$ cat config.mk
export PLATFORM = sky130hd
export DESIGN_NAME = load_store_unit
export DESIGN_NICKNAME = d
export VERILOG_FILES = /design/src/rtl/cpu_pkg.sv /design/src/rtl/lsu_lane.sv /design/src/rtl/load_store_unit.sv
export SDC_FILE = /design/constraint.sdc
export NUM_CORES = 1
export LEC_CHECK = 0
export CELL_PAD_IN_SITES_DETAIL_PLACEMENT = 1
export CELL_PAD_IN_SITES_GLOBAL_PLACEMENT = 1
export CORE_UTILIZATION = 38
export DETAILED_ROUTE_END_ITERATION = 7
export PLACE_DENSITY = 0.95
export SYNTH_ARGS = -nofsm -noshare
export SYNTH_HDL_FRONTEND = slang
export SYNTH_SLANG_ARGS = --single-unit
$ cat constraint.sdc
create_clock -name clk -period 6.6 [get_ports clk]
set_clock_uncertainty 0.1 [all_clocks]
set_input_delay 0.66 -clock clk [delete_from_list [all_inputs] [get_ports clk]]
set_output_delay 0.66 -clock clk [all_outputs]
set_load 0.05 [all_outputs]
$ cat src/rtl/cpu_pkg.sv
// Shared constants for the load/store path: RV32I funct3 encodings,
// LSU state encoding and the default data width.
package cpu_pkg;

    localparam int XLEN_DEF = 32;

    localparam logic [2:0] F3_B  = 3'b000;
    localparam logic [2:0] F3_H  = 3'b001;
    localparam logic [2:0] F3_W  = 3'b010;
    localparam logic [2:0] F3_BU = 3'b100;
    localparam logic [2:0] F3_HU = 3'b101;

    localparam logic [2:0] LSU_IDLE  = 3'd0;
    localparam logic [2:0] LSU_ADDR  = 3'd1;
    localparam logic [2:0] LSU_DATA  = 3'd2;
    localparam logic [2:0] LSU_WRITE = 3'd3;
    localparam logic [2:0] LSU_RESP  = 3'd4;

    typedef enum logic [2:0] {
        ST_IDLE  = LSU_IDLE,
        ST_ADDR  = LSU_ADDR,
        ST_DATA  = LSU_DATA,
        ST_WRITE = LSU_WRITE,
        ST_RESP  = LSU_RESP
    } lsu_state_e;

endpackage

$ cat src/rtl/lsu_lane.sv
// Combinational byte-lane logic: load extraction/extension, sub-word store
// merge into a read word, and misalign/illegal detection.
module lsu_lane
    import cpu_pkg::*;
#(
    parameter int XLEN = XLEN_DEF
) (
    input  logic [XLEN-1:0] word,
    input  logic [1:0]      addr,
    input  logic [2:0]      funct3,
    input  logic            write,
    input  logic [XLEN-1:0] wdata,
    output logic [XLEN-1:0] load_val,
    output logic [XLEN-1:0] store_word,
    output logic            bad
);

    logic [7:0]  byte_s;
    logic [15:0] half_s;
    logic        illegal_s;
    logic        misalign_s;

    assign byte_s = word[{addr, 3'b000} +: 8];
    assign half_s = word[{addr[1], 4'b0000} +: 16];
    assign bad    = illegal_s | misalign_s;

    // Extract the addressed lane and sign- or zero-extend it.
    always_comb begin
        load_val = {XLEN{1'b0}};
        case (funct3)
            F3_B:    load_val = {{(XLEN-8){byte_s[7]}}, byte_s};
            F3_H:    load_val = {{(XLEN-16){half_s[15]}}, half_s};
            F3_W:    load_val = word;
            F3_BU:   load_val = {{(XLEN-8){1'b0}}, byte_s};
            F3_HU:   load_val = {{(XLEN-16){1'b0}}, half_s};
            default: load_val = {XLEN{1'b0}};
        endcase
    end

    // Overlay the low byte/half of the store data onto the read word.
    always_comb begin
        store_word = word;
        case (funct3)
            F3_B:    store_word[{addr, 3'b000} +: 8]     = wdata[7:0];
            F3_H:    store_word[{addr[1], 4'b0000} +: 16] = wdata[15:0];
            F3_W:    store_word = wdata;
            default: store_word = word;
        endcase
    end

    // Unsigned variants exist only for loads; stores accept b/h/w.
    always_comb begin
        illegal_s  = 1'b1;
        misalign_s = 1'b0;
        case (funct3)
            F3_B: begin
                illegal_s  = 1'b0;
                misalign_s = 1'b0;
            end
            F3_H: begin
                illegal_s  = 1'b0;
                misalign_s = addr[0];
            end
            F3_W: begin
                illegal_s  = 1'b0;
                misalign_s = |addr;
            end
            F3_BU: begin
                illegal_s  = write;
                misalign_s = 1'b0;
            end
            F3_HU: begin
                illegal_s  = write;
                misalign_s = addr[0];
            end
            default: begin
                illegal_s  = 1'b1;
                misalign_s = 1'b0;
            end
        endcase
    end

endmodule

$ cat src/rtl/load_store_unit.sv
// Load/store unit: converts one byte-addressed request at a time into
// word accesses on a synchronous memory, with read-modify-write for sb/sh.
module load_store_unit
    import cpu_pkg::*;
#(
    parameter int MEM_AW = 12,
    parameter int XLEN   = XLEN_DEF
) (
    input  logic              clk,
    input  logic              rst,
    input  logic              req_valid,
    output logic              req_ready,
    input  logic              req_write,
    input  logic [2:0]        req_funct3,
    input  logic [XLEN-1:0]   req_addr,
    input  logic [XLEN-1:0]   req_wdata,
    output logic              resp_valid,
    output logic [XLEN-1:0]   resp_rdata,
    output logic              resp_err,
    output logic [MEM_AW-1:0] mem_addr,
    output logic [XLEN-1:0]   mem_wdata,
    output logic              mem_we,
    input  logic [XLEN-1:0]   mem_rdata
);

    lsu_state_e        state_r;
    lsu_state_e        state_next_s;
    logic              write_r;
    logic [2:0]        funct3_r;
    logic [1:0]        off_r;
    logic [XLEN-1:0]   wdata_r;
    logic [MEM_AW-1:0] mem_addr_r;
    logic [XLEN-1:0]   mem_wdata_r;
    logic              mem_we_r;
    logic              resp_valid_r;
    logic [XLEN-1:0]   resp_rdata_r;
    logic              resp_err_r;

    logic              accept_s;
    logic              lane_write_s;
    logic [2:0]        lane_f3_s;
    logic [1:0]        lane_off_s;
    logic [XLEN-1:0]   lane_wdata_s;
    logic [XLEN-1:0]   load_val_s;
    logic [XLEN-1:0]   store_word_s;
    logic              bad_s;
    logic [XLEN-1:0]   unused_addr_s;

    // Bits above MEM_AW+1 alias by design.
    assign unused_addr_s = req_addr;

    assign req_ready  = (state_r == ST_IDLE);
    assign accept_s   = req_valid & req_ready;
    assign resp_valid = resp_valid_r;
    assign resp_rdata = resp_rdata_r;
    assign resp_err   = resp_err_r;
    assign mem_addr   = mem_addr_r;
    assign mem_wdata  = mem_wdata_r;
    assign mem_we     = mem_we_r;

    // The single lane instance checks the live request in IDLE and works on the latched one later.
    always_comb begin
        if (state_r == ST_IDLE) begin
            lane_write_s = req_write;
            lane_f3_s    = req_funct3;
            lane_off_s   = req_addr[1:0];
            lane_wdata_s = req_wdata;
        end else begin
            lane_write_s = write_r;
            lane_f3_s    = funct3_r;
            lane_off_s   = off_r;
            lane_wdata_s = wdata_r;
        end
    end

    lsu_lane #(.XLEN(XLEN)) u_lane (
        .word       (mem_rdata),
        .addr       (lane_off_s),
        .funct3     (lane_f3_s),
        .write      (lane_write_s),
        .wdata      (lane_wdata_s),
        .load_val   (load_val_s),
        .store_word (store_word_s),
        .bad        (bad_s)
    );

    // State register.
    always_ff @(posedge clk) begin
        if (rst) begin
            state_r <= ST_IDLE;
        end else begin
            state_r <= state_next_s;
        end
    end

    // Next-state logic; full-word stores skip the read.
    always_comb begin
        state_next_s = state_r;
        case (state_r)
            ST_IDLE: begin
                if (accept_s) begin
                    if (bad_s) begin
                        state_next_s = ST_RESP;
                    end else if (req_write && (req_funct3 == F3_W)) begin
                        state_next_s = ST_WRITE;
                    end else begin
                        state_next_s = ST_ADDR;
                    end
                end else begin
                    state_next_s = ST_IDLE;
                end
            end
            ST_ADDR:  state_next_s = ST_DATA;
            ST_DATA: begin
                if (write_r) begin
                    state_next_s = ST_WRITE;
                end else begin
                    state_next_s = ST_RESP;
                end
            end
            ST_WRITE: state_next_s = ST_RESP;
            ST_RESP:  state_next_s = ST_IDLE;
            default:  state_next_s = ST_IDLE;
        endcase
    end

    // Request latch, memory-side and response registers.
    always_ff @(posedge clk) begin
        if (rst) begin
            write_r      <= 1'b0;
            funct3_r     <= 3'b000;
            off_r        <= 2'b00;
            wdata_r      <= {XLEN{1'b0}};
            mem_addr_r   <= {MEM_AW{1'b0}};
            mem_wdata_r  <= {XLEN{1'b0}};
            mem_we_r     <= 1'b0;
            resp_valid_r <= 1'b0;
            resp_rdata_r <= {XLEN{1'b0}};
            resp_err_r   <= 1'b0;
        end else begin
            mem_we_r     <= (state_next_s == ST_WRITE);
            resp_valid_r <= (state_next_s == ST_RESP);
            if (accept_s) begin
                write_r      <= req_write;
                funct3_r     <= req_funct3;
                off_r        <= req_addr[1:0];
                wdata_r      <= req_wdata;
                mem_addr_r   <= req_addr[MEM_AW+1:2];
                resp_rdata_r <= {XLEN{1'b0}};
                resp_err_r   <= bad_s;
                if (req_write && (req_funct3 == F3_W) && !bad_s) begin
                    mem_wdata_r <= req_wdata;
                end
            end else if (state_r == ST_DATA) begin
                if (write_r) begin
                    mem_wdata_r <= store_word_s;
                end else begin
                    resp_rdata_r <= load_val_s;
                end
            end
        end
    end

endmodule

* Word-level counts from Yosys, hierarchy flattened
Cells that the tools add are included.
** Storage, ports and cells
- Bits in registers :: 120
- Latch bits :: 0
- Bits in writable memories :: 0
- Bits in read-only memories :: 0
- Input port bits :: 103
- Output and inout port bits :: 80
- Word-level logic and storage cells :: 66
- Memories kept :: 0
** Operators by class
- Add/subtract/negate cells :: 2
- $mul :: 0
- Divide/modulo/power cells :: 0
- $lt $le $gt $ge :: 0
- Equality and inequality tests :: 11
- Shifts and indexed selects :: 6
- Multiplexer cells :: 19
- Bitwise logic cells :: 3
- Reduce and logical (&&, ||, !) cells :: 14
** Operator list (number)
- 2-to-1 mux 32 bit :: 5
- case mux 32 bit (5 select lines) :: 1
- case mux 32 bit (3 select lines) :: 1
- bitwise mux 32 bit :: 2
- variable shift 16 x 7 -> 32 bit, first input constant :: 1
- variable shift 8 x 7 -> 32 bit, first input constant :: 1
- indexed part select 16 x 7 -> 32 bit :: 1
- indexed part select 32 x 6 -> 16 bit :: 1
- indexed part select 32 x 6 -> 8 bit :: 1
- indexed part select 8 x 7 -> 32 bit :: 1
- equality test 3 x 2 -> 1 bit, second input constant :: 5
- negation 5 -> 7 bit :: 2
- 2-to-1 mux 3 bit :: 4
- case mux 3 bit (4 select lines) :: 1
- equality test 3 bit, second input constant :: 3
- OR reduction 2 bit :: 4
- equality test 3 x 1 -> 1 bit, second input constant :: 2
- logical NOT 3 bit :: 2
- 2-to-1 mux 2 bit :: 2
- case mux 1 bit (2 select lines) :: 2
- nonzero test 2 bit :: 2
- AND reduction 3 bit :: 1
- OR reduction 3 bit :: 1
- logical AND 1 bit :: 2
- 7 further kinds :: 7

* Longest topological paths before layout
- Depth after elaboration :: 10
- Gate-level depth with buffers :: 12
- Depth with buffers taken out :: 9

* Hierarchy
From an unflattened synthesis, not the netlist that was laid out.
** Unflattened totals
- Cells, all modules :: 949
- Area total of the unflattened synthesis :: 7514.7 um^2
** By module, submodules not included
- load_store_unit :: times used 1, cells an instance 580, area each 5113.7 um^2, seq. area each 2402.3 um^2
- lsu_lane :: times used 1, cells an instance 369, area each 2401.1 um^2, seq. area each 0.0 um^2

* Worst setup path before layout
Ideal clock, no wire load.
- Path type :: register to register
- From :: register state_r[0]
- To :: register mem_wdata_r[0] (netlist: mem_wdata[0])
- Library setup time :: 0.112 ns
- Arrival :: 2.949 ns
- Data required time :: 6.388 ns
- Slack :: 3.439 ns
- Stages on the path, launching flop included :: 12
- Buffers on the path :: 2
- Period minus slack after synthesis :: 3.161 ns
- Cell sequence :: dfxtp_1 or3_1 buf_4 inv_2 buf_4 mux2i_1 ha_1 nand2_1 or4b_1 a211oi_1 a2111oi_0 a2111oi_1
** On the way
- Longest elaborated chain between the ends :: 10
- Elaborated cells on any way between the ends :: 37
- Those cells by class :: add/sub: 2; eq/ne: 6; shift: 4; mux: 12; bitwise: 2; reduce/logical: 11
** RTL lines
- from (decl) :: RTL line load_store_unit.sv:26 : lsu_state_e state_r;
- from (signal assigned) :: RTL line load_store_unit.sv:92 : state_r <= state_next_s;
- parallel branches: the longest is 10 deep, another holds negation 5 -> 7 bit
- to (signal assigned) :: RTL line load_store_unit.sv:135 : mem_wdata_r <= {XLEN{1'b0}};
- to (signal assigned) :: RTL line load_store_unit.sv:152 : mem_wdata_r <= req_wdata;
- to (signal assigned) :: RTL line load_store_unit.sv:156 : mem_wdata_r <= store_word_s;
- to (decl) :: RTL line load_store_unit.sv:33 : logic [XLEN-1:0] mem_wdata_r;
Several ways; the timed one is not identified. The select of a mux whose other input is x is not followed.
A chain may end at the register's enable or synchronous reset.

* Worst setup path after layout
- From :: register state_r[0]
- To :: output req_ready
** On the way
- Longest elaborated chain between the ends :: 1
** RTL lines
- logical NOT 3 bit :: RTL line load_store_unit.sv:52 : assign req_ready = (state_r == ST_IDLE);
- to (decl) :: RTL line load_store_unit.sv:12 : output logic req_ready,
No other way between the ends.

==> impl_metrics.ini <==
[place]
hpwl_um = 18900
postPlaceCellArea_sq_um = 8290
port_buffers = 164
place_ws_ns = 2.23
gp_congestion = 0.951

[final_layout]
drive_gt1_share_pct = 8.63
n_antenna_cell = 0
num-fill-cells = 1974
postLayoutCoreUtil_pct = 53.2
syn_to_final_growth_pct = 35.9
nNetsFinal = 1047
design_area_sq_um = 8880

[timing]
relSlewSlack_pct = 21.7
fmax_ghz = 0.244
min_period_over_period_pct = 62.1
drv_slew = 0
fin_ws_ns = 2.50
rsz0062_at_grt = false
tns_ns = 0
setup_viol = 0
min_period_ns = 4.10
tightest_slew_ns = 1.17
hold_slack_ns = 0.356
hold_violations = 0

[logic_synthesis]
synth_cell_types = 68
ys_top_cells_by_count = nand2_1 (143), dfxtp_1 (120), a21oi_1 (84)
synthTopCellsByArea = dfxtp_1 (37%), nand2_1 (8.2%), a21oi_1 (6.4%)
async_reset_ff_share_pct = 0
netlist_area_sq_um = 6530
synthFlopType = dfxtp_1
synth.net_count = 916
synthCells = 808
synth_edf_count = 0
synth_top_area_share_pct = 36.8
avgSynthCellArea_sq_um = 8.09
synth-seq-cells = 120
synthMostInstantiatedCell = nand2_1
yosysTopAreaCell = dfxtp_1
synth-seq-area-share_pct = 36.8
yosysWarnings = 0

[clocking]
cts_tree = yes
path_clk_slew_ns = 0.05
cts.sinks = 120
cts_resized = 0
cts_made_buffers = 17
holdBufCountCts = 0
h-tree-depth = 4
post-cts-setup-buffers = 0
clockBufferDepth = 2
root_buffer = clkbuf_16
clk_latency_ns = 0.44

[die]
dieWidth_um = 133
rows = 47
num_io_pins = 183
die_h_um = 133
start_util_pct = 39.1
core_area_sq_um = 16700
dieArea_sq_um = 17700

[job]
cap_violations = 0

[global_route]
grt_max_degree = 69
grt_pass1_wl_um = 43500
antenna_found_initial = 0
grt_pass1_vias = 7619
grt.overflow.total = 0
gr-usage-all-layers_pct = 32.1

[setup_path]
worst_ep_required_time_ns = 5.84
rr_worst_depth = 10
critPathMostFrequentCell = buf_4
startpoint = state_r[0]
slowest_stage = clkdlybuf4s50_1
slowest_delay_ns = 0.93
arrival_ns = 3.34
crit_type = reg -> out
crit_chain = or3_2 > buf_4 > inv_2 > buf_4 > clkdlybuf4s50_1
start_kind = flop
end_kind = primary output
r2r_end = mem_wdata[6]
r2r_start = state_r[0]
crit_fanout = 50
endpoint = req_ready
ff2ff_setup_slack_ns = 2.60

[min_path]
min_from = mem_addr[2]
hold_class = reg -> reg

[outcome]
status = complete, no violations

[routing]
drt_first_pass_iters = 6
ant_nets = 0
viasPerCell = 6.54
drt_iter0_drc = 1045
vias = 7650
route.detailed.drc = 0
post_drt_wl_per_cell_um = 24.3
finalWirelength_um = 28400

[power]
p_leak_nw = 3.11
powerDensity_nw_per_um2 = 309
ir_worst_vdd_mv = 0.237
==> kinds of logic after synthesis <==
| group | synth area share, % |
|---|---|
| simple gates | 21.0 |
| compound gates | 30.9 |
| flops | 36.8 |
| buf+inv | 5.71 |
| mux | 4.61 |
| fa+ha+maj | 0.957 |
==> layout by cell type, fill, tap and decap left out, types with 14 or more instances in the layout <==
cell type	count
nand3_1	43
buf_4	15
dfxtp_1	120
a221oi_1	22
nor3_1	17
mux2i_1	14
a21oi_1	84
a211oi_1	27
a221o_1	25
o211ai_1	19
inv_1	19
nor2_1	25
o21ai_0	35
clkbuf_16	17
nand2_1	143
clkdlybuf4s50_1	163
==> registers in the layout, indices dropped and copies added (netlist names) <==
register	flops
funct3_r	3
mem_addr	12
mem_wdata	32
mem_we	1
off_r	2
resp_err	1
resp_rdata	32
resp_valid	1
state_r	3
wdata_r	32
write_r	1
==> layout make-up <==
cell class | instances | area [sq um] | share of cell area, %
Clock buffer | 22 | 474 | 5.34
Clock inverter | 8 | 121 | 1.37
Inverter | 20 | 75.1 | 0.845
Multi-Input combinational cell | 601 | 3780 | 42.6
Sequential cell | 120 | 2400 | 27.0
Tap cell | 220 | 275 | 3.10
Timing Repair Buffer | 179 | 1750 | 19.7
==> metrics by stage <==
step / std cells / power, mW
detailed placement: 1140 / 1.76
global route: 1170 / 2.83
CTS: 1170 / 2.72
finish: 1170 / 2.74
global placement: 1140 / 1.73
floorplan: 808 / 1.45
==> power breakdown <==
part	internal, mW	total, mW	leakage, nW	switching (mW)
combinational	0.308	0.943	1.84	0.634
clock	0.617	0.959	0.292	0.342
sequential	0.780	0.838	0.976	0.0581
==> worst min path at each step <==
stage                     cells past startpoint             to  slack, ns
final                                         2    mem_addr[2]       0.36
after global placement                        2  resp_rdata[9]       0.33
after global routing                          2    mem_addr[6]       0.38
after CTS                                     2    mem_addr[2]       0.36
after detailed placement                      2  resp_rdata[9]       0.34
after floorplan                               2    wdata_r[16]       0.34
==> critical path, delay by kind of cell (launching register included) <==
family	cells	cell delay, ns
buf+inv	4	1.85
flops	1	0.47
simple gates	1	0.53
==> routing by layer <==
layer / global-route usage, % / share of wire (%) / wire (um) / vias to the layer above
met3: 8.18 / 10 / 2850 / 112
met4: 19.5 / 4.9 / 1410 / 0
met1: 39.6 / 39 / 11100 / 3703
met5: 0 / 0 / 0 / -
li1: - / - / - / 3317
met2: 50.3 / 46 / 13100 / 518
No activity file was read; power rests on OpenSTA's default activity.
